[src/rtl/multi_switch_edge_detect.sv]
// multi_switch_edge_detect
//   Multi-channel front-panel switch conditioner. Each channel has a 2-FF
//   synchroniser, a counter debouncer, polarity normalisation, registered
//   press/release pulses and long-press detection with optional auto-repeat.
//
// Ports
//   clk               system clock
//   rst               asynchronous, active-high reset
//   sw                [N_CH] raw asynchronous switch inputs
//   sw_level          [N_CH] debounced logical level (1 = pressed)
//   pos_edge_pulse    [N_CH] one-cycle pulse on press
//   neg_edge_pulse    [N_CH] one-cycle pulse on release
//   either_edge_pulse [N_CH] pos | neg per channel
//   hold_pulse        [N_CH] one-cycle pulse on long-press / auto-repeat
//   any_pulse         OR of pos_edge_pulse | hold_pulse over all channels

module multi_switch_edge_detect_ch #(
    parameter int DEBOUNCE_CYCLES = 50000,
    parameter int ACTIVE_LOW      = 1,
    parameter int HOLD_CYCLES     = 25000000,
    parameter int REPEAT_CYCLES   = 5000000
) (
    input  logic clk,
    input  logic rst,
    input  logic sw,
    output logic level,
    output logic pos,
    output logic neg,
    output logic hold
);
    localparam int  DW       = $clog2(DEBOUNCE_CYCLES + 1);
    localparam int  HMAX     = (HOLD_CYCLES > REPEAT_CYCLES) ? HOLD_CYCLES : REPEAT_CYCLES;
    localparam int  HW       = (HMAX > 0) ? $clog2(HMAX + 1) : 1;
    localparam logic INACT   = (ACTIVE_LOW != 0);
    localparam logic [DW-1:0] DB_LAST   = DW'(DEBOUNCE_CYCLES - 1);
    localparam logic [HW-1:0] HOLD_LAST = HW'((HOLD_CYCLES > 0) ? HOLD_CYCLES - 1 : 0);
    localparam logic [HW-1:0] REP_LAST  = HW'((REPEAT_CYCLES > 0) ? REPEAT_CYCLES - 1 : 0);

    typedef enum logic [1:0] {IDLE, WAIT_HOLD, REPEAT} hold_state_t;

    logic          sync1, sync2;
    logic          s;
    logic [DW-1:0] db_cnt;
    logic          deb_done, press_evt, release_evt;

    hold_state_t   state, state_n;
    logic [HW-1:0] hcnt, hcnt_n;
    logic          hold_n;

    // Normalised level: 1 = pressed regardless of board polarity.
    assign s           = sync2 ^ INACT;
    assign deb_done    = (s != level) && (db_cnt == DB_LAST);
    assign press_evt   = deb_done & s;
    assign release_evt = deb_done & ~s;

    // Synchroniser resets to the released raw level so reset release
    // never looks like an edge.
    always_ff @(posedge clk or posedge rst) begin
        if (rst) begin
            sync1  <= INACT;
            sync2  <= INACT;
            level  <= 1'b0;
            db_cnt <= '0;
            pos    <= 1'b0;
            neg    <= 1'b0;
        end else begin
            sync1 <= sw;
            sync2 <= sync1;
            pos   <= press_evt;
            neg   <= release_evt;
            if (s == level) begin
                db_cnt <= '0;
            end else if (deb_done) begin
                level  <= s;
                db_cnt <= '0;
            end else begin
                db_cnt <= db_cnt + 1'b1;
            end
        end
    end

    always_ff @(posedge clk or posedge rst) begin
        if (rst) begin
            state <= IDLE;
            hcnt  <= '0;
            hold  <= 1'b0;
        end else begin
            state <= state_n;
            hcnt  <= hcnt_n;
            hold  <= hold_n;
        end
    end

    // The FSM advances on the same edge that updates level, so hcnt == k
    // in the k-th cycle after pos; a pulse is registered when hcnt reaches
    // the last count, landing exactly HOLD_CYCLES after pos.
    always_comb begin
        state_n = state;
        hcnt_n  = hcnt;
        hold_n  = 1'b0;
        if (HOLD_CYCLES == 0) begin
            state_n = IDLE;
            hcnt_n  = '0;
        end else if (release_evt) begin
            // release wins over a coincident hold expiry
            state_n = IDLE;
            hcnt_n  = '0;
        end else begin
            case (state)
                IDLE: begin
                    if (press_evt) begin
                        state_n = WAIT_HOLD;
                        hcnt_n  = '0;
                    end
                end
                WAIT_HOLD: begin
                    if (hcnt == HOLD_LAST) begin
                        hold_n  = 1'b1;
                        hcnt_n  = '0;
                        state_n = REPEAT;
                    end else begin
                        hcnt_n = hcnt + 1'b1;
                    end
                end
                REPEAT: begin
                    // With no repeat period this state just parks until release.
                    if (REPEAT_CYCLES != 0) begin
                        if (hcnt == REP_LAST) begin
                            hold_n = 1'b1;
                            hcnt_n = '0;
                        end else begin
                            hcnt_n = hcnt + 1'b1;
                        end
                    end
                end
                default: begin
                    state_n = IDLE;
                    hcnt_n  = '0;
                end
            endcase
        end
    end
endmodule

module multi_switch_edge_detect #(
    parameter int N_CH            = 4,
    parameter int DEBOUNCE_CYCLES = 50000,
    parameter int ACTIVE_LOW      = 1,
    parameter int HOLD_CYCLES     = 25000000,
    parameter int REPEAT_CYCLES   = 5000000
) (
    input  logic            clk,
    input  logic            rst,
    input  logic [N_CH-1:0] sw,
    output logic [N_CH-1:0] sw_level,
    output logic [N_CH-1:0] pos_edge_pulse,
    output logic [N_CH-1:0] neg_edge_pulse,
    output logic [N_CH-1:0] either_edge_pulse,
    output logic [N_CH-1:0] hold_pulse,
    output logic            any_pulse
);
    for (genvar g = 0; g < N_CH; g++) begin : g_ch
        multi_switch_edge_detect_ch #(
            .DEBOUNCE_CYCLES(DEBOUNCE_CYCLES),
            .ACTIVE_LOW     (ACTIVE_LOW),
            .HOLD_CYCLES    (HOLD_CYCLES),
            .REPEAT_CYCLES  (REPEAT_CYCLES)
        ) u_ch (
            .clk  (clk),
            .rst  (rst),
            .sw   (sw[g]),
            .level(sw_level[g]),
            .pos  (pos_edge_pulse[g]),
            .neg  (neg_edge_pulse[g]),
            .hold (hold_pulse[g])
        );
    end

    assign either_edge_pulse = pos_edge_pulse | neg_edge_pulse;
    assign any_pulse         = |(pos_edge_pulse | hold_pulse);
endmodule

[config.mk]
export PLATFORM = sky130hd
export DESIGN_NAME = multi_switch_edge_detect
export DESIGN_NICKNAME = d
export VERILOG_FILES = /design/src/rtl/multi_switch_edge_detect.sv
export SDC_FILE = /design/constraint.sdc
export NUM_CORES = 1
export LEC_CHECK = 0
export CORE_MARGIN = 2
export CORE_UTILIZATION = 50
export CTS_BUF_LIST = sky130_fd_sc_hd__clkbuf_8
export DETAILED_ROUTE_END_ITERATION = 7
export PLACE_DENSITY = 0.78
export SETUP_SLACK_MARGIN = 0.05
export SLEW_MARGIN = 15
export SYNTH_ARGS = -nofsm -noshare
export SYNTH_HDL_FRONTEND = slang
export SYNTH_SLANG_ARGS = --single-unit
[constraint.sdc]
create_clock -name clk -period 8 [get_ports clk]
set_input_delay 1.6 -clock clk [delete_from_list [all_inputs] [get_ports clk]]
set_output_delay 1.6 -clock clk [all_outputs]
set_load 0.01 [all_outputs]
==> summary.md, run 1 <==
| Metric | Value |
|---|---|
| Total congestion overflow | 0 |
| Final HPWL DP | 14400 µm |
| CP Buf/Inv Count | 1 |
| Clk_lat worst skew | 0.48 ns |
| Largest net degree at the start of global routing | 117 |
| Routed wire per std cell | 15.0 µm |
| Min cycle time layout | 3.35 ns |
| Ys async rst share | 100% |
| Post-Route WL | 21400 µm |
| Register area share after synthesis | 47.0% |
| P per Cell Area | 163 nW/µm² |
| Post-synth top area cell | dfrtp_1 |
| Syn Nets | about 1200 |
| Top_reg_cell synth | dfrtp_1 |
| Gpl congestion | 0.841 |
| VDD IR-drop max | 0.0835 mV |
| CP Data Required Time | 6.40 ns |
| Clock transition at the registers of the reported paths | 0.10 ns |
| Syn Inst Count | about 1200 |
| TritonRoute pass-1 iters | 6 |
| Placeable Area | 20400 µm² |
| Lkg Pwr | around 4.6 nW |
| Post-Syn Area | 10500 µm² |
| Outcome | completed |
| Hold Path Class | reg2reg |
| YS warnings | 0 |
| Clk_skew | 0.0110 ns |
| Global-route usage over all layers | 20.3% |
| Final net count | 1172 |
| Max Transition Viols Final | 0 |
| Main area contributors after synthesis | dfrtp_1, nand3_1, nand2_1 |
| #FFs+latches synth | 196 |
| Number of flops mapped to enable cells by yosys | 0 |
| Initial Utilization | 51.3% |
| Post-route ant nets | 0 |
| Setup violations, final | 0 |
| Die X | ~150 µm |
| Ports | 27 |
| Via density | around 5.9 |
| CP Cell Sequence | or2_2 > clkdlybuf4s50_1 |
| Crit-path max FO | 3 |
| Layout cell share with drive strength beyond 1 | 5.18% |
| Delay-heaviest family, CP | buffers and inverters |
| Die area | approximately 22000 µm² |
| Final period utilization | approximately two fifths |
| Achievable Freq | 299 MHz |
| Initial antenna violation count | 0 |
| Synth top area share | 45.0% |
| Hold-fix buffers, CTS | 0 |
| CP Capture Type | primary output |
| # DRC | 0 |
| Count leader, synth | dfrtp_1 |
| # port buffers | 26 |
| Cell count along the critical path | 2 |
| First-pass GRT wire length | 37000 µm |
| Slew @ Worst Pin | 1.09 ns |
| Initial DRC Count | 553 |
| Vias | 8405 |
| Setup TNS | 0 ns |
| CTS Sinks | 196 |
| ANT cells | 0 |
| H-Tree Depth | 4 |
| Cell row count | 52 |
| CP peak stage delay | 0.48 ns |
| Netlist cell types | 61 |
| Root Driver | clkbuf_8 |
| CTS tree | done |
| Post-layout util | 55.5% |
| Hold Path Stages | 0 |
| Reg2Reg Depth | 6 |
| TritonCTS Buffers | 17 |
| Worst rel slew slack | 27.6% |
| CP max-delay cell | clkdlybuf4s50_1 |
| CP Class | reg2out |
| Clk buf depth | 2 |
| Commonest cells in the netlist | dfrtp_1, nand2_1, nand3_1, nor2_1, o21ai_0 |
| Post_cts resized | 0 |
| Unrepaired setup endpoints after global routing | no |
| Post-Syn Area per Cell | 9.07 µm² |
| Max Cap Viol | 0 |
| Final hold violations | 0 |
| Die span in y | about 150 µm |
| # Post-CTS Setup Buffers | 0 |
| Area growth syn-to-layout | 8.19% |
| Arrival @ worst endpoint | 1.75 ns |
| Crit path launch type | register |
| Vias in the first global route | 7800 |
path summary, 6_finish.rpt:
| path | startpoint | to | slack [ns] |
|---|---|---|---|
| worst max-delay path | g_ch[0].u_ch.pos$_DFF_PP0_ | either_edge_pulse[0] | 4.65 |
| worst min-delay path | g_ch[3].u_ch.sync1$_DFF_PP1_ | g_ch[3].u_ch.sync2$_DFF_PP1_ | 0.36 |
| worst max register to register | g_ch[0].u_ch.hcnt[6]$_DFFE_PP0P_ | g_ch[0].u_ch.hcnt[2]$_DFFE_PP0P_ | 4.75 |
| worst min register to register | g_ch[3].u_ch.sync1$_DFF_PP1_ | g_ch[3].u_ch.sync2$_DFF_PP1_ | 0.36 |
| max in group asynchronous | rst | g_ch[1].u_ch.db_cnt[3]$_DFF_PP0_ | 4.84 |
| min in group asynchronous | rst | g_ch[1].u_ch.hcnt[19]$_DFFE_PP0P_ | 1.69 |
metrics by stage:
stage / setup WS [ns] / power [mW] / cell area [µm²] / instances / hold WS (ns)
after floorplan: 1.07 / 1.05 / 10500 / 1153 / 0.345
after global placement: 4.20 / 1.06 / 10800 / 1397 / 0.345
after detailed placement: 4.19 / 1.06 / 10800 / 1397 / 0.347
after CTS: 4.61 / 1.86 / 11300 / 1429 / 0.361
after global routing: 4.49 / 1.91 / 11300 / 1429 / 0.363
final: 4.65 / 1.84 / 11300 / 1429 / 0.356
cells by family after synthesis:
group	share of synthesized area, %
buf+inv	4.07
mux	0.479
flops	47.0
compound gates	10.4
fa+ha+maj	2.39
simple gates	29.6
xor+xnor	6.03
sequential cells by signal, summed over array words and instances (netlist names):
signal            count
g_ch.u_ch.neg         4
g_ch.u_ch.hold        4
g_ch.u_ch.pos         4
g_ch.u_ch.db_cnt     64
g_ch.u_ch.state       8
g_ch.u_ch.level       4
g_ch.u_ch.sync2       4
g_ch.u_ch.sync1       4
g_ch.u_ch.hcnt      100
report_power, final:
part / switching (mW) / leakage, nW / total [mW] / internal (mW)
Combinational: 0.0288 / 1.63 / 0.0371 / 0.00832
Clock: 0.361 / 0.244 / 0.799 / 0.438
Sequential: 0.00731 / 2.70 / 1.01 / 0.999
Total: 0.397 / 4.57 / 1.84 / 1.44
cells in the final DEF (no fill, tap or decap), types with 12 or more instances in the layout:
cell and count:
o21ai_0 48, a21oi_1 18, and3_1 23, or3_1 26
o311ai_0 21, nor4_1 22, or4_1 18, ha_1 20
clkbuf_8 17, dfrtp_1 188, nor2_1 121, nand3_1 121
xnor2_1 32, o21a_1 12, xor2_1 40, inv_1 38
nand4_1 43, clkdlybuf4s50_1 26, nand2_1 136, nor3_1 31
final cells by class:
type | count | area (µm²)
multi-input cells | 863 | 5110
fillers | 1785 | 9050
flip-flops and latches | 196 | 4910
repair buffers | 29 | 283
well taps | 270 | 338
inverters | 39 | 154
clock buffers | 17 | 234
clock inverters | 15 | 273
routing by layer:
metal  vias to the layer above  GRT usage (%)  share of wire, %
met5                         -              0                 0
li1                       4126              -                 -
met3                        24           3.22               3.2
met4                         0           7.29               1.6
met1                      4110           28.8                48
met2                       145           31.9                47
No activity file was read; power rests on OpenSTA's default activity.
==> run 2: changes to the inputs <==
- clock period: 8 -> 3.2 ns (I/O delays scaled with it)
==> run 2 against run 1 <==
  * Clock-buffer cell count is 2 higher
  * Register-to-register slack worse by 4.4 ns
  * Highest routed layer unchanged
  * Clock power is 110% higher
  * Cell count is 1.2% higher
  * Hold slack better by 0.0038 ns
  * Non-clock buffer count is 17 higher
  * Combinational power grew to 2.6 times the previous value
==> summary.md, run 2 (synthesized netlist as in run 1, its figures left out) <==
| Metric | Value |
|---|---|
| Vias | ~8500 |
| Fill cell count | 1759 |
| Routed wire per std cell | 15.1 µm |
| Worst rel slew slack | 27.4% |
| Register name with the most flops | g_ch.u_ch.hcnt |
| CP Capture Type | register |
| Clk buf depth | 2 |
| Setup slack at placement | 0.371 ns |
| VDD IR-drop max | 0.246 mV |
| Initial antenna violation count | 0 |
| P per Cell Area | 377 nW/µm² |
| Clk_lat worst skew | 0.48 ns |
| Max Transition Viols Final | 0 |
| Final Non-Filler Cells | 1446 |
| Setup violations, final | 0 |
| Setup TNS | 0 ns |
| Commonest non-fill, non-tap cell in the layout | dfrtp_1 |
| Global-route usage over all layers | between 20% and 30% |
| Achievable Freq | 346 MHz |
| Gpl congestion | 0.834 |
| Crit path launch type | register |
| Cell count after placement | roughly 1400 |
| Max Cap Viol | 0 |
| Slew @ Worst Pin | 1.09 ns |
| Biggest regs | g_ch.u_ch.hcnt: 100 flops, g_ch.u_ch.db_cnt: 64 flops, g_ch.u_ch.state: 8 flops |
| Die span in y | 149 µm |
| Outcome | completed |
| Cell row count | 52 |
| Layout cell share with drive strength beyond 1 | approximately 6.5% |
| Area growth syn-to-layout | 8.56% |
| Post_cts resized | 0 |
| H-Tree Depth | 4 |
| Largest net degree at the start of global routing | 51 |
| Final net count | 1189 |
| Clk_skew | roughly 0.014 ns |
| Root Driver | clkbuf_8 |
| Hold-fix buffers, CTS | 0 |
| # DRC | 0 |
| Unrepaired setup endpoints after global routing | no |
| Lkg Pwr | 4.62 nW |
| Final hold violations | 0 |
| Clock transition at the registers of the reported paths | approximately 0.10 ns |
| Post-route ant nets | 0 |
| Largest register FFs | 100 |
| Hold Slack | 0.360 ns |
| CTS Sinks | 196 |
| First-pass GRT wire length | 38100 µm |
| CP Class | reg2reg |
| Die area | 22100 µm² |
| Crit-path max FO | 13 |
| # Post-CTS Setup Buffers | 0 |
| CP Data Required Time | 3.56 ns |
| Arrival @ worst endpoint | 3.25 ns |
| CTS tree | done |
| Initial DRC Count | 526 |
| Die X | 149 µm |
| # port buffers | 26 |
| Via density | between 5 and 6 |
| Placeable Area | around 20000 µm² |
| Most frequent cells in the layout | dfrtp_1, nand2_1, nand3_1, nor2_1, o21ai_0 |
| Total congestion overflow | 0 |
| Min cycle time layout | 2.89 ns |
| Vias in the first global route | 8381 |
| Ports | 27 |
| Final HPWL DP | 15100 µm |
| ANT cells | 0 |
| Final period utilization | 90.4% |
| Setup WS post-layout | ~0.31 ns |
| Hold Path Class | reg2reg |
| TritonRoute pass-1 iters | 5 |
| TritonCTS Buffers | 17 |
| Post-layout util | a little under three fifths |
| Post-Route WL | 21800 µm |
| Initial Utilization | about half |
==> run 2: cell types whose count changed in the layout (fill, tap and decap cells not counted), sizes merged <==
cell / previous run / this run
inv: 43 / 44
clkbuf: 17 / 19
buf: 3 / 20
bufinv: 7 / 2
clkinv: 1 / 3
==> run 2: area by class of cell <==
type                            instances  area, µm²  area share [%]
Clock buffer                           19        262            2.30
Tap cell                              270        338            2.98
Clock inverter                         13        148            1.30
Inverter                               39        150            1.32
Timing Repair Buffer                   46        423            3.73
Multi-Input combinational cell        863       5110            45.1
Sequential cell                       196       4910            43.3
==> run 2: worst paths after layout <==
check	cells after the start	from	endpoint	slack [ns]
max in group asynchronous	3	rst	g_ch[0].u_ch.sync1$_DFF_PP1_	1.85
worst min-delay path	0	g_ch[1].u_ch.sync1$_DFF_PP1_	g_ch[1].u_ch.sync2$_DFF_PP1_	0.36
worst max-delay path	7	g_ch[2].u_ch.hcnt[20]$_DFFE_PP0P_	g_ch[2].u_ch.hcnt[18]$_DFFE_PP0P_	0.31
worst max register to register	7	g_ch[2].u_ch.hcnt[20]$_DFFE_PP0P_	g_ch[2].u_ch.hcnt[18]$_DFFE_PP0P_	0.31
worst min register to register	0	g_ch[1].u_ch.sync1$_DFF_PP1_	g_ch[1].u_ch.sync2$_DFF_PP1_	0.36
min in group asynchronous	2	rst	g_ch[1].u_ch.hcnt[10]$_DFFE_PP0P_	0.49
==> run 2: where the power goes <==
group	total (mW)	switching [mW]	internal, mW
registers	2.51	0.0183	2.50
logic	0.0980	0.0726	0.0255
clock network	1.67	0.915	0.750
total	4.28	1.01	3.27
==> run 2: stage by stage <==
step	power (mW)	instance area [µm²]
5_1_grt	4.44	11300
2_1_floorplan	2.63	10500
3_5_place_dp	2.67	10900
3_3_place_gp	2.66	10900
6_report	4.28	11300
4_1_cts	4.33	11300
==> run 2: critical path: stages, from the launching register on <==
cell,delay [ns]
dfrtp_1,0.46
or4_1,0.54
or4_4,0.53
o41a_1,0.46
o211ai_2,0.32
buf_4,0.27
or3_1,0.13
nand3_1,0.07
==> run 2: routing by layer <==
metal,vias to the layer above,global-route usage [%],routed length (µm),share of wire (%)
li1,4154,-,-,-
met1,4138,27.6,10100,46
met2,183,34.3,10400,48
met3,27,4.42,1010,4.6
met4,0,6.43,322,1.5
met5,-,0,0,0
==> run 3: changes to the inputs <==
- ABC_CLOCK_PERIOD_IN_PS: unset -> 3200
==> results of run 3 <==
Same layout as run 2: the final DEF is identical, and so are final timing and power.
